## src/rtl/regfile_pkg.sv

```systemverilog
// Shared types, defaults and helpers for the multi-port register file.
// Latency: none (declarations only).
// Backpressure: none (declarations only).
package regfile_pkg;

   typedef enum logic {
      RF_IDLE  = 1'b0,
      RF_CLEAR = 1'b1
   } rf_state_e;

   localparam int RF_DEF_WIDTH = 8;
   localparam int RF_DEF_DEPTH = 8;

   // Address width for a given entry count
   function automatic int rf_aw(input int depth);
      return $clog2(depth);
   endfunction

endpackage

```

## src/rtl/regfile_clear_seq.sv

```systemverilog
// Bulk-clear sequencer: walks entries 1..DEPTH-1 and zeroes one per cycle.
// Latency: busy rises the cycle after clr is sampled and lasts DEPTH-1 cycles.
// Backpressure: none; clr is ignored while the sweep runs (no restart).
module regfile_clear_seq
   import regfile_pkg::*;
#(
   parameter int DEPTH = RF_DEF_DEPTH,
   parameter int AW    = rf_aw(RF_DEF_DEPTH)
) (
   input  logic          clk,
   input  logic          rst_n,
   input  logic          clr_i,
   output logic          idle_o,
   output logic          busy_o,
   output logic          clr_we_o,
   output logic [AW-1:0] clr_addr_o
);

   rf_state_e     state_q, state_d;
   logic [AW-1:0] cnt_q, cnt_d;

   // State and sweep-counter registers
   always_ff @(posedge clk or negedge rst_n) begin
      if (!rst_n) begin
         state_q <= RF_IDLE;
         cnt_q   <= '0;
      end else begin
         state_q <= state_d;
         cnt_q   <= cnt_d;
      end
   end

   // Next state, counter and the zeroing write presented to the array
   always_comb begin
      state_d    = state_q;
      cnt_d      = cnt_q;
      clr_we_o   = 1'b0;
      clr_addr_o = cnt_q;
      case (state_q)
         RF_IDLE: begin
            if (clr_i) begin
               state_d = RF_CLEAR;
               // Entry 0 is hard-wired to zero, so the sweep starts at 1
               cnt_d   = AW'(1);
            end
         end
         RF_CLEAR: begin
            clr_we_o = 1'b1;
            cnt_d    = cnt_q + AW'(1);
            if (cnt_q == AW'(DEPTH - 1)) begin
               state_d = RF_IDLE;
            end
         end
         default: state_d = RF_IDLE;
      endcase
   end

   assign busy_o = (state_q == RF_CLEAR);
   assign idle_o = (state_q == RF_IDLE);

endmodule

```

## src/rtl/regfile_multi.sv

```systemverilog
// Two-read/one-write register file, entry 0 reads zero, bulk clear with busy flag.
// Latency: reads 0 cycles (READ_REG=0) or 1 cycle (READ_REG=1); writes visible after the edge.
// Backpressure: writes are silently dropped while busy or when clr is asserted. Build option: REGFILE_BYPASS_EN.
module regfile_multi
   import regfile_pkg::*;
#(
   parameter  int WIDTH    = RF_DEF_WIDTH,
   parameter  int DEPTH    = RF_DEF_DEPTH,
   parameter  int READ_REG = 0,
   localparam int AW       = rf_aw(DEPTH)
) (
   input  logic             clk,
   input  logic             rst_n,
   input  logic             we,
   input  logic [AW-1:0]    waddr,
   input  logic [WIDTH-1:0] wdata,
   input  logic [AW-1:0]    raddr_a,
   input  logic [AW-1:0]    raddr_b,
   input  logic             clr,
   output logic [WIDTH-1:0] rdata_a,
   output logic [WIDTH-1:0] rdata_b,
   output logic             busy
);

   logic [WIDTH-1:0] mem_q [DEPTH];
   logic [WIDTH-1:0] mem_d [DEPTH];

   logic             idle;
   logic             clr_we;
   logic [AW-1:0]    clr_addr;
   logic             wr_acc;
   logic [WIDTH-1:0] rd_a;
   logic [WIDTH-1:0] rd_b;

   regfile_clear_seq #(
      .DEPTH (DEPTH),
      .AW    (AW)
   ) u_clear_seq (
      .clk        (clk),
      .rst_n      (rst_n),
      .clr_i      (clr),
      .idle_o     (idle),
      .busy_o     (busy),
      .clr_we_o   (clr_we),
      .clr_addr_o (clr_addr)
   );

   // A host write lands only when idle, not colliding with clr, and not to entry 0.
   // rst_n is included so forwarding cannot leak wdata onto the outputs during reset.
   assign wr_acc = rst_n && idle && we && !clr && (waddr != '0);

   // Next array contents: sweep zeroing and host writes are mutually exclusive
   always_comb begin
      mem_d = mem_q;
      if (clr_we) begin
         mem_d[clr_addr] = '0;
      end
      if (wr_acc) begin
         mem_d[waddr] = wdata;
      end
      mem_d[0] = '0;
   end

   // Storage array
   always_ff @(posedge clk or negedge rst_n) begin
      if (!rst_n) begin
         for (int i = 0; i < DEPTH; i++) begin
            mem_q[i] <= '0;
         end
      end else begin
         mem_q <= mem_d;
      end
   end

   // Read data ahead of the optional output register, with optional forwarding
   always_comb begin
      rd_a = (raddr_a == '0) ? '0 : mem_q[raddr_a];
      rd_b = (raddr_b == '0) ? '0 : mem_q[raddr_b];
`ifdef REGFILE_BYPASS_EN
      // wr_acc already excludes address 0 and every dropped write
      if (wr_acc && (waddr == raddr_a)) begin
         rd_a = wdata;
      end
      if (wr_acc && (waddr == raddr_b)) begin
         rd_b = wdata;
      end
`endif
   end

   if (READ_REG != 0) begin : g_rd_reg
      logic [WIDTH-1:0] rdata_a_q;
      logic [WIDTH-1:0] rdata_b_q;

      // Registered read ports sample pre-write array contents
      always_ff @(posedge clk or negedge rst_n) begin
         if (!rst_n) begin
            rdata_a_q <= '0;
            rdata_b_q <= '0;
         end else begin
            rdata_a_q <= rd_a;
            rdata_b_q <= rd_b;
         end
      end

      assign rdata_a = rdata_a_q;
      assign rdata_b = rdata_b_q;
   end else begin : g_rd_comb
      assign rdata_a = rd_a;
      assign rdata_b = rd_b;
   end

endmodule

```

## config.mk

```make
export PLATFORM = sky130hd
export DESIGN_NAME = regfile_multi
export DESIGN_NICKNAME = d
export VERILOG_FILES = /design/src/rtl/regfile_pkg.sv /design/src/rtl/regfile_clear_seq.sv /design/src/rtl/regfile_multi.sv
export SDC_FILE = /design/constraint.sdc
export NUM_CORES = 1
export LEC_CHECK = 0
export CAP_MARGIN = 20
export CORE_ASPECT_RATIO = 0.8
export CORE_MARGIN = 5
export CORE_UTILIZATION = 51
export DETAILED_ROUTE_END_ITERATION = 10
export HOLD_SLACK_MARGIN = 0.08
export PLACE_DENSITY = 0.76
export REMOVE_ABC_BUFFERS = 1
export SYNTH_ARGS = -nofsm -noshare
export SYNTH_HDL_FRONTEND = slang
export SYNTH_SLANG_ARGS = --single-unit
```

## constraint.sdc

```tcl
create_clock -name clk -period 1.55 [get_ports clk]
set_input_delay 0.31 -clock clk [delete_from_list [all_inputs] [get_ports clk]]
set_output_delay 0.31 -clock clk [all_outputs]
set_load 0.1 [all_outputs]
```

* Yosys cells after proc, flatten, opt, wreduce, memory -nomap -nowiden
Cells that the tools add are included.
Storage, ports and cells: bits in registers 60, bits in latches 0, bits in writable memories 0, memory bits (read-only) 0, input port bits 21, word-level logic and storage cells 56, memories kept 0
Operators by class: add/sub/neg operators 1, multiply operators 0, div/mod/pow operators 0, order comparisons 6, equal/unequal tests 2, shift-type cells 0, mux-type cells 21, bitwise operators 7, reduce and logical (&&, ||, !) cells 10
Operators by type and width (number):
- $and A56 B64 Y64 | 1
- $bwmux W64 | 1
- $mux W64 | 1
- $mux W8 | 8
- $not A64 Y64 | 1
- $mux W56 | 1
- $bmux W8 S3 | 2
- $demux W8 S3 | 2
- $ge A4 B4 Y1 const B | 4
- $not A3 Y4 | 4
- $lt A4 B1 Y1 const B | 2
- $logic_and A1 B1 Y1 | 6
- $logic_not A3 Y1 | 2
- $pmux W3 S2 | 1
- $add A3 B1 Y3 const B | 1
- $eq A3 B3 Y1 const B | 1
- $mux W1 | 3
- $mux W3 | 1
- $reduce_bool A3 Y1 | 1
- $ne A2 B2 Y1 const B | 1
- $pmux W1 S2 | 1
- $logic_not A1 Y1 | 1
- $not A1 Y1 | 1

* Logic depth before layout (Yosys ltp)
word-level depth 10, mapped depth 5, mapped depth without buffers 3

* Modules after synthesis
Synthesis repeated with hierarchy kept, for this count alone.
Second synthesis, totals: cell total of the unflattened synthesis 330, area, all modules 3595.9 sq um
By module, submodules not included:
- regfile_multi | instances 1, cells an instance 315, area an instance 3414.5 sq um
- regfile_clear_seq | instances 1, cells an instance 15, area an instance 181.4 sq um

* Least setup slack after synthesis
No wires, ideal clock.
kind input -> output, start point input raddr_a[1], end point output rdata_a[4], data arrival time 3.267 ns, data required time 1.240 ns, slack -2.027 ns, stages on the path 4, cell sequence buf_2 > buf_1 > mux2i_1 > a221oi_1
Between the ends: word-level cells in the longest chain between the ends 5, elaborated cells on any way between the ends 6, classes of those cells mux (4); bitwise (1); reduce/logical (1)
RTL lines:
- start: declaration | line regfile_multi.sv:17 | input logic [AW-1:0] raddr_a,
- $not A3 Y4 (implied by the code) | line regfile_multi.sv:77 | rd_a = (raddr_a == '0) ? '0 : mem_q[raddr_a];
- $bmux W8 S3 | line regfile_multi.sv:77
- $mux W8 (implied by the code) (2 in series) | line regfile_multi.sv:77
- $mux W8 * | line regfile_multi.sv:77
- end: declaration | line regfile_multi.sv:20 | output logic [WIDTH-1:0] rdata_a,
Every way passes the cells marked *; elsewhere a longest branch is shown, timed or not. The select of a mux whose other input is x is not followed.

* Final worst setup path
start point register mem_q[46] (netlist bit), end point output rdata_a[6]
Between the ends: word-level cells in the longest chain between the ends 4
RTL lines:
- start: declaration | line regfile_multi.sv:25 | logic [WIDTH-1:0] mem_q [DEPTH];
- start signal: assignment | line regfile_multi.sv:71 | mem_q <= mem_d;
- $bmux W8 S3 | line regfile_multi.sv:77
- $mux W8 (implied by the code) (2 in series) | line regfile_multi.sv:77
- $mux W8 | line regfile_multi.sv:77
No other way between the ends. The select of a mux whose other input is x is not followed.

==> key figures <==
STA
  – Slew headroom: 46.8%
  – RSZ-0062 raised after global routing: yes
  – Final number of hold-violating endpoints: 0
  – Least-Margin Pin Slew: 0.798 ns
  – Slew Limit Fails: 0
  – Fmax: between 500 and 600 MHz
  – Setup TNS Final: -6.05 ns
  – Fin crit period: between 1.5 and 2 ns
  – Post-Route Skew: ~0.010 ns
  – Final Setup Violations: 42
  – PnR worst setup slack: -0.410 ns
  – Period utilization: 126%

Worst setup path
  – CP Capture Type: output port
  – R2r endpoint: mem_q[24]
  – Start point of the critical path: mem_q[46]
  – CP Capture Point: rdata_a[6]
  – Critical Path AT: about 1.7 ns
  – RR Startpoint: u_clear_seq.busy_o
  – R2r setup slk: -0.10 ns
  – Data required, critical path: ~1.2 ns
  – Worst R2R Path Depth: 3
  – Critical path class: reg2out
  – Crit path max fanout: 2
  – Startpoint types: register

Synthesis
  – Synth cell types: 31
  – Compound-gate portion of the synthesized area: about 8.3%
  – Syn Inst Count: approximately 340
  – Largest family of logic cells by synthesized area: multiplexers
  – Share of synthesized area spent on multiplexers: 30.7%
  – Simple-gate portion of the synthesized area: about an eighth
  – Synthesized flop and latch total: 60
  – Synth Warn #: 0
  – Post-synthesis sequential area ratio: a little over two fifths
  – Synth Cell Area: around 3500 um2
  – Post-Synth XOR/XNOR Area: 0%
  – Synth Area in Adders: 0.710%
  – Syn avg cell area: between 10 and 15 um2

Drt
  – Antenna-violating nets left: 0
  – Vias/cell: just over 6
  – Initial DRC count: about 250
  – Avg WL per Cell: roughly 23 um
  – Vias: roughly 3,200
  – DRC Markers: 0
  – Drt pass-1 iters: 4
  – Routed WL: roughly 12 mm

Power and ir drop
  – P_sw: between 0.003 and 0.004 W
  – Worst IR drop on VDD: between 1 and 1.5 mV
  – Seq pwr share: about a third
  – Clk network pwr share: 19.7%
  – Power per cell area: 1380 nW/um2
  – Cell Int Power: approximately 0.0044 W
  – Switching Fraction: between 40% and 50%
  – Comb power frac: a little under half
  – Leakage: 2.59 nW

Outcome
  – Status: finished with violations
  – Failing checks: negative setup slack

Floorplanning
  – Row cnt: 27
  – Core area: around 6800 um2
  – Die H: between 80 and 90 um
  – Die area: just under 9000 um2
  – Die Wd: ~100 um
  – I/O Pins: 38
  – Initial Util: between 50% and 60%

Finish
  – Post-route design area: ~5400 um2
  – Synth-to-layout area growth: 53.5%
  – Non-Filler Instances: 526
  – Layout cells sized above 1: between 40 and 50%
  – ANT cells: 0
  – Nets: 457

Hold path
  – Worst min path class: in2async

Placement
  – Buffers on Ports: 37
  – Inst Count DP: ~500
  – Dpl cell area: between 4000 and 5000 um2
  – Routability cong.: a little under 1
  – HPWL after DPL: about 7.3 mm

Clock tree
  – Clock Path Buffers: 2
  – Htree depth: 3
  – Post-CTS Hold Buffers: 0
  – Clock sink count: 60
  – Clock Root Buffer: clkbuf_8
  – Worst-Skew Late Latency: approximately 0.34 ns
  – Clk slew on worst S/H paths: around 0.080 ns
  – CTS tree: done
  – TritonCTS Buffers: 9

Global route
  – Tot GR Track Use: between 20 and 30%
  – Vias in the first global route: approximately 3,500
  – Largest net degree at the start of global routing: between 60 and 70
  – First-pass GRT wire length: about 19 mm
  – GRT overflow: 0
  – Initial antenna violation count: 0

Run
  – Maxcap violations: 0
placed cells by master (no fill, tap or decap), types with 2 or more instances in the layout:
cell type | Yosys | routed
mux2i_1 | 72 | 68
buf_4 | 0 | 61
dfrtp_1 | 60 | 60
nand2_1 | 60 | 58
buf_12 | 0 | 21
mux2_2 | 32 | 18
mux2_4 | 0 | 14
a221oi_2 | 0 | 12
clkdlybuf4s50_1 | 0 | 12
clkbuf_8 | 0 | 11
inv_1 | 10 | 10
a221oi_4 | 0 | 9
buf_6 | 1 | 9
nor2_2 | 2 | 8
o22ai_2 | 0 | 4
o22ai_1 | 8 | 4
mux2i_2 | 0 | 4
nand4b_1 | 3 | 3
or4b_4 | 1 | 3
a22o_1 | 3 | 3
nor2_1 | 10 | 3
nand2_4 | 0 | 2
a31oi_1 | 2 | 2
a21oi_4 | 0 | 2
nor2b_1 | 4 | 2
nor3_1 | 2 | 2
a21oi_1 | 4 | 2
ha_1 | 2 | 2
clkinv_2 | 0 | 2
buf_16 | 0 | 2
buf_2 | 10 | 2
buf_8 | 0 | 2
area by class of cell:
cell class / count / area, um2
clock buffer: 12 / 155
multi-input combinational: 239 / 2300
fill: 399 / 1390
sequential: 60 / 1500
tap: 87 / 109
timing repair buffer: 114 / 1260
inverter: 10 / 37.5
clock inverter: 4 / 47.5
power groups by stage:
| stage | combinational (W) | sequential [W] | clock, W |
|---|---|---|---|
| floorplan | 0.00166 | 0.00246 | 0 |
| global placement | 0.00294 | 0.00243 | 0 |
| detailed placement | 0.00302 | 0.00247 | 0 |
| CTS | 0.00330 | 0.00244 | 0.00147 |
| global route | 0.00368 | 0.00255 | 0.00155 |
| finish | 0.00349 | 0.00249 | 0.00147 |
critical path, cell delays in order, from the launching register on:
cell      delay (ns)
dfrtp_1         0.40
mux2_4          0.29
a221oi_4        0.32
a221oi_2        0.10
buf_12          0.18
repair_timing:
| item | CTS | global route |
|---|---|---|
| setup endpoints to repair | 48 | 52 |
| resized for setup | 93 | 23 |
| cloned | 2 | 0 |
| endpoints found under the hold margin | 0 | 0 |
| buffers inserted | 12 | 5 |
| pin swaps | 19 | 13 |
state kept, by name, indices dropped and copies added, names as in the netlist:
register	count
mem_q	56
u_clear_seq.clr_addr_o	3
u_clear_seq.busy_o	1
worst min path at each step:
stage               from         to  slack [ns]  cells past startpoint
6_report           rst_n  mem_q[45]        0.22                      2
5_1_grt            rst_n  mem_q[45]        0.29                      2
4_1_cts            rst_n  mem_q[45]        0.26                      2
3_5_place_dp   mem_q[15]  mem_q[15]        0.53                      2
3_3_place_gp    mem_q[5]   mem_q[5]        0.53                      2
2_1_floorplan      rst_n   mem_q[0]        0.01                      0
cell usage after synthesis, drive strengths merged:
library cell / instances / area share (%)
a21oi: 4 / 0.57
a221oi: 21 / 5.2
a22o: 3 / 0.75
a31oi: 2 / 0.36
and2: 1 / 0.18
buf: 14 / 2.1
clkbuf: 12 / 1.3
dfrtp: 60 / 43
ha: 2 / 0.71
inv: 10 / 1.1
mux2: 32 / 10
mux2i: 72 / 20
nand2: 60 / 6.4
nand2b: 1 / 0.18
nand3: 1 / 0.14
nand3b: 1 / 0.21
nand4: 1 / 0.18
nand4b: 3 / 0.75
nand4bb: 2 / 0.64
nor2: 12 / 1.4
nor2b: 4 / 0.71
nor3: 3 / 0.57
nor4bb: 1 / 0.28
o22ai: 8 / 1.4
or4b: 3 / 0.96
or4bb: 2 / 0.64
cell families (layout without fill, tap and decap cells):
kind of cell    Yosys count  in the layout
compound gates           38             38
fa+ha+maj                 2              2
mux                     104            104
flops                    60             60
buf+inv                  36            140
simple gates             95             95
per-layer routing:
layer	track usage, %	wire length (um)
met1	35.1	4890
met4	11.6	380
met5	0	0
met3	7.72	801
met2	47.5	6220
per-stage QoR:
stage / worst slack [ns] / util (%) / total power [W] / hold WS, ns
final: -0.410 / 79.6 / 0.00745 / 0.223
after global routing: -0.454 / 79.6 / 0.00777 / 0.289
after CTS: -0.383 / 77.5 / 0.00721 / 0.261
after detailed placement: -0.831 / 67.4 / 0.00548 / 0.534
after global placement: -0.814 / 67.4 / 0.00537 / 0.526
after floorplan: -1.77 / - / 0.00412 / 0.0144
Note: power is estimated with default switching activity, not from simulation.
